--- src/rtl/sliced_add_sequencer.sv ---
// Full-width adder sequenced over an external SLICE-bit adder, one slice per clock,
// least-significant slice first, with a valid/ready operand port and a valid/ready result port.
module sliced_add_sequencer #(
  parameter int WIDTH = 32,
  parameter int SLICE = 4
) (
  input  logic             clk,
  input  logic             rst_n,
  input  logic             in_valid,
  output logic             in_ready,
  input  logic [WIDTH-1:0] in_a,
  input  logic [WIDTH-1:0] in_b,
  input  logic             in_c,
  output logic [SLICE-1:0] add_a,
  output logic [SLICE-1:0] add_b,
  output logic             add_ci,
  input  logic [SLICE-1:0] add_s,
  input  logic             add_co,
  output logic             out_valid,
  input  logic             out_ready,
  output logic [WIDTH-1:0] out_sum,
  output logic             out_co,
  output logic             busy
);

  localparam int N  = WIDTH / SLICE;
  localparam int IW = (N > 1) ? $clog2(N) : 1;
  localparam logic [IW-1:0] LAST_IDX = IW'(N - 1);

  typedef enum logic [1:0] {
    S_IDLE = 2'd0,
    S_RUN  = 2'd1,
    S_DONE = 2'd2
  } state_e;

  state_e           state_q, state_d;
  logic [IW-1:0]    idx_q, idx_d;
  logic [WIDTH-1:0] a_q, a_d;
  logic [WIDTH-1:0] b_q, b_d;
  logic [WIDTH-1:0] sum_q, sum_d;
  logic             carry_q, carry_d;
  logic [WIDTH-1:0] out_sum_q, out_sum_d;
  logic             out_co_q, out_co_d;

  // Next-state logic; out_sum_q mirrors the sum register only from DONE onwards,
  // so the visible result holds while the next operation clears and rebuilds the sum.
  always_comb begin
    state_d   = state_q;
    idx_d     = idx_q;
    a_d       = a_q;
    b_d       = b_q;
    sum_d     = sum_q;
    carry_d   = carry_q;
    out_sum_d = out_sum_q;
    out_co_d  = out_co_q;
    case (state_q)
      S_IDLE: begin
        if (in_valid) begin
          a_d     = in_a;
          b_d     = in_b;
          carry_d = in_c;
          idx_d   = {IW{1'b0}};
          sum_d   = {WIDTH{1'b0}};
          state_d = S_RUN;
        end else begin
          state_d = S_IDLE;
        end
      end
      S_RUN: begin
        sum_d[int'(idx_q)*SLICE +: SLICE] = add_s;
        carry_d = add_co;
        if (idx_q == LAST_IDX) begin
          idx_d     = {IW{1'b0}};
          out_sum_d = sum_d;
          out_co_d  = add_co;
          state_d   = S_DONE;
        end else begin
          idx_d   = idx_q + {{(IW-1){1'b0}}, 1'b1};
          state_d = S_RUN;
        end
      end
      S_DONE: begin
        if (out_ready) begin
          state_d = S_IDLE;
        end else begin
          state_d = S_DONE;
        end
      end
      default: begin
        state_d = S_IDLE;
      end
    endcase
  end

  // State and datapath registers.
  always_ff @(posedge clk or negedge rst_n) begin
    if (!rst_n) begin
      state_q   <= S_IDLE;
      idx_q     <= {IW{1'b0}};
      a_q       <= {WIDTH{1'b0}};
      b_q       <= {WIDTH{1'b0}};
      sum_q     <= {WIDTH{1'b0}};
      carry_q   <= 1'b0;
      out_sum_q <= {WIDTH{1'b0}};
      out_co_q  <= 1'b0;
    end else begin
      state_q   <= state_d;
      idx_q     <= idx_d;
      a_q       <= a_d;
      b_q       <= b_d;
      sum_q     <= sum_d;
      carry_q   <= carry_d;
      out_sum_q <= out_sum_d;
      out_co_q  <= out_co_d;
    end
  end

  // Slice adder drive is gated to RUN so the adder sees zeros otherwise.
  always_comb begin
    add_a  = {SLICE{1'b0}};
    add_b  = {SLICE{1'b0}};
    add_ci = 1'b0;
    if (state_q == S_RUN) begin
      add_a  = a_q[int'(idx_q)*SLICE +: SLICE];
      add_b  = b_q[int'(idx_q)*SLICE +: SLICE];
      add_ci = carry_q;
    end else begin
      add_a  = {SLICE{1'b0}};
      add_b  = {SLICE{1'b0}};
      add_ci = 1'b0;
    end
  end

  assign in_ready  = (state_q == S_IDLE);
  assign busy      = (state_q != S_IDLE);
  assign out_valid = (state_q == S_DONE);
  assign out_sum   = out_sum_q;
  assign out_co    = out_co_q;

endmodule
--- config.mk ---
export PLATFORM = sky130hd
export DESIGN_NAME = sliced_add_sequencer
export DESIGN_NICKNAME = d
export VERILOG_FILES = /design/src/rtl/sliced_add_sequencer.sv
export SDC_FILE = /design/constraint.sdc
export NUM_CORES = 1
export LEC_CHECK = 0
export CAP_MARGIN = 0
export CORE_MARGIN = 5
export CORE_UTILIZATION = 65
export CTS_BUF_LIST = sky130_fd_sc_hd__clkbuf_8
export DETAILED_ROUTE_END_ITERATION = 10
export DONT_BUFFER_PORTS = 1
export GPL_ROUTABILITY_DRIVEN = 0
export GPL_TIMING_DRIVEN = 0
export PLACE_DENSITY_LB_ADDON = 0.3
export SYNTH_ARGS = -nofsm -noshare
export SYNTH_HDL_FRONTEND = slang
export SYNTH_SLANG_ARGS = --single-unit
--- constraint.sdc ---
create_clock -name clk -period 3.5 [get_ports clk]
set_input_delay 0.35 -clock clk [delete_from_list [all_inputs] [get_ports clk]]
set_output_delay 0.35 -clock clk [all_outputs]
set_load 0.02 [all_outputs]
==> out/qor.yml <==
status: "complete, no violations"
worst_setup_path_start_kind: "flop"
critPathCaptureType: "flop"
grtUsageTotal_pct: 29.08
first_pass_iters: 5
critPathBufInv: 4
synth_area_sq_um: 6419
max_freq_mhz: 332.5
r2r-start: "idx_q[0]"
core_area_sq_um: 9684
clkTransAtPathRegs_ps: 80
p_leak_uw: 0.003507
die_w_microns: 109.4
maxCapViolations: 0
grt_max_degree: 136
synthTopCellsByArea: "dfrtp_1 53%, nand2_1 14%, mux2_2 5.6%"
dieHeight_microns: 109.4
syn_area_per_cell_sq_um: 9.453
synth_top_area_cell: "dfrtp_1"
worstSetupPathType: "flop to flop"
ctsResizeCount: 0
cpPeakStageDelay_ps: 570
vdd_drop_max_mv: 0.5341
grt_pass1_wl_microns: 26530
cp_cell_sequence: "buf_2 > buf_2 > inv_1 > ha_1 > ha_1 > buf_2 > nor4bb_1 > a21oi_1 > a22o_1"
async_flop_share_pct: 100.0
io_pins: 119
fin_area_sq_um: 7425
numCtsBuffers: 17
synth_cells: 679
period_share_pct: 85.93
slew_headroom_pct: 48.99
worst_pin_slew_ps: 759.3
antenna_found_initial: 0
initial_core_util_pct: 66.28
antenna_left: 0
port_buffers: 0
drcViolationCount: 0
setup_viol: 0
worstHoldStart: "in_a[26]"
cp_top_family: "buffers and inverters"
cts_setup_buffers: 0
ys_seq_area_share_pct: 52.63
p_int_uw: 4095
dp_hpwl_microns: 11140
drv_slew: 0
cp.required_ps: 3840
clock-sinks: 135
ys_types: 47
vias: 5383
power_density_nw_per_um2: 985.5
final_core_util_pct: 76.67
htree_levels: 4
post-place-ws_ps: 528.9
hp-class: "primary input to flop"
antenna_cells: 0
clock_latency_ps: 450
synth_warnings: 0
final_layout_size_suffix_gt1_share_pct: 12.35
synth_flop_cell: "dfrtp_1"
crit_arrival_ps: 3350
slowest_stage: "nor4bb_1"
fin_nets: 820
synth_nets: 758
ys_ff_latch: 135
rsz0062_at_grt: "no"
clock_path_buffers: 2
switching_share_pct: 44.03
synth_edf_count: 0
power_switching_uw: 3222
p_total_uw: 7317
die_area_sq_um: 11960
cts_root_buf: "clkbuf_8"
wl_microns: 16640
finalClockSkew_ps: 10.05
overflow: 0
layout_setup_ws_ps: 492.5
clkPwrFrac_pct: 17.5
finalSetupTns_ps: 0
cp_max_fo: 10
comb_power_share_pct: 43.4
grt_pass1_vias: 5323
cts_tree: "yes"
critPathLaunch: "idx_q[0]"
post-synth-top-area-fraction_pct: 52.63
hold_buffers: 41
post_dp_cell_area_sq_um: 6585
wl_per_cell_microns: 18.78
share_seq_of_total_power_pct: 39.1
cpMostUsedCell: "buf_2"
post-route-min-period_ps: 3008
drtIter0Drc: 333
synthToLayoutAreaGrowth_pct: 15.67
rows: 36
finalHoldViolCount: 0
via_per_inst: 6.076
-- metrics by stage --
stage          hold WS [ps]  instances
6_report              15.08        886
5_1_grt               2.023        886
4_1_cts             0.07522        884
3_5_place_dp          58.60        812
3_3_place_gp          58.39        812
2_1_floorplan         54.41        679
-- power groups by stage --
stage	clock network, uW	registers, uW	logic (uW)
2_1_floorplan	0	2750	2400
3_3_place_gp	0	2840	2910
3_5_place_dp	0	2880	3030
4_1_cts	1290	2860	3130
5_1_grt	1360	2940	3470
6_report	1280	2860	3170
-- metal layers --
metal | share of wire (%) | GRT usage, % | routed length, microns | vias to the layer above
met4 | 1.9 | 10.60 | 324 | 0
li1 | - | - | - | 2442
met2 | 51 | 49.00 | 8423 | 256
met5 | 0 | 0 | 0 | -
met3 | 8.5 | 7.457 | 1416 | 30
met1 | 39 | 36.35 | 6477 | 2655
-- worst register-to-register path, cell delays in order, from the launching register on --
cell and delay, ps:
dfrtp_1 410, buf_2 230, buf_2 290, inv_1 80
ha_1 230, ha_1 360, buf_2 230, nor4bb_1 570
a21oi_1 260, a22o_1 230
-- final timing paths --
kind                          endpoint  slack [ps]  cells after the start
max                          sum_q[15]         490                      9
min                            a_q[26]          20                      2
max reg2reg                  sum_q[15]         490                      9
min reg2reg                    b_q[10]         480                      2
max in group asynchronous      b_q[22]        2490                      2
min in group asynchronous  out_sum[20]         550                      2
-- state kept, by name, summed over array words and instances, names as in the netlist --
register and count:
carry_q 1, out_co 1, out_sum 32, idx_q 3, b_q 32, a_q 32
state_q 2, sum_q 32
-- cells in the final DEF (no fill, tap or decap), drive strengths merged, types with 2 or more instances in the layout --
cell / instances
nand2: 233
dfrtp: 135
clkbuf: 50
dlygate4sd3: 42
o21ai: 34
mux2: 32
nor2: 24
mux2i: 24
buf: 19
a22o: 17
o22ai: 16
a31oi: 14
nand4: 11
a21oi: 11
nor3: 8
inv: 6
and2: 5
and3b: 5
ha: 5
clkinv: 5
nand2b: 4
nor2b: 4
and3: 4
clkinvlp: 4
or2: 3
or3b: 3
o2bb2ai: 3
a32oi: 3
a41oi: 3
nand3: 3
nor4b: 3
nand3b: 2
nor3b: 2
o21ba: 2
o31ai: 2
bufinv: 2
-- synth_stat cells, types with 5 or more instances --
| cell type | instances |
|---|---|
| a21oi_1 | 11 |
| a22o_1 | 17 |
| a31oi_1 | 14 |
| and2_1 | 5 |
| and3b_1 | 5 |
| buf_2 | 15 |
| clkbuf_1 | 30 |
| dfrtp_1 | 135 |
| ha_1 | 5 |
| inv_1 | 5 |
| mux2_2 | 32 |
| mux2i_1 | 24 |
| nand2_1 | 233 |
| nand4_1 | 11 |
| nor2_1 | 24 |
| nor3_1 | 8 |
| o21ai_0 | 33 |
| o22ai_1 | 16 |
-- cells by family after synthesis --
family	count (synthesis)	synth area share, %
compound gates	108	10.90
simple gates	321	22.55
buf+inv	54	3.587
fa+ha+maj	5	0.9747
flops	135	52.63
mux	56	9.357
-- area by class of cell --
cell class / instances / area (sq um)
plain buffers: 49 / 211.5
well taps: 133 / 166.4
repair buffers: 43 / 447.9
multi-input cells: 490 / 2810
flip-flops and latches: 135 / 3378
inverters: 5 / 18.77
fillers: 666 / 2260
clock inverters: 12 / 130.1
clock buffers: 19 / 261.5
(Power assumes the default switching activity.)
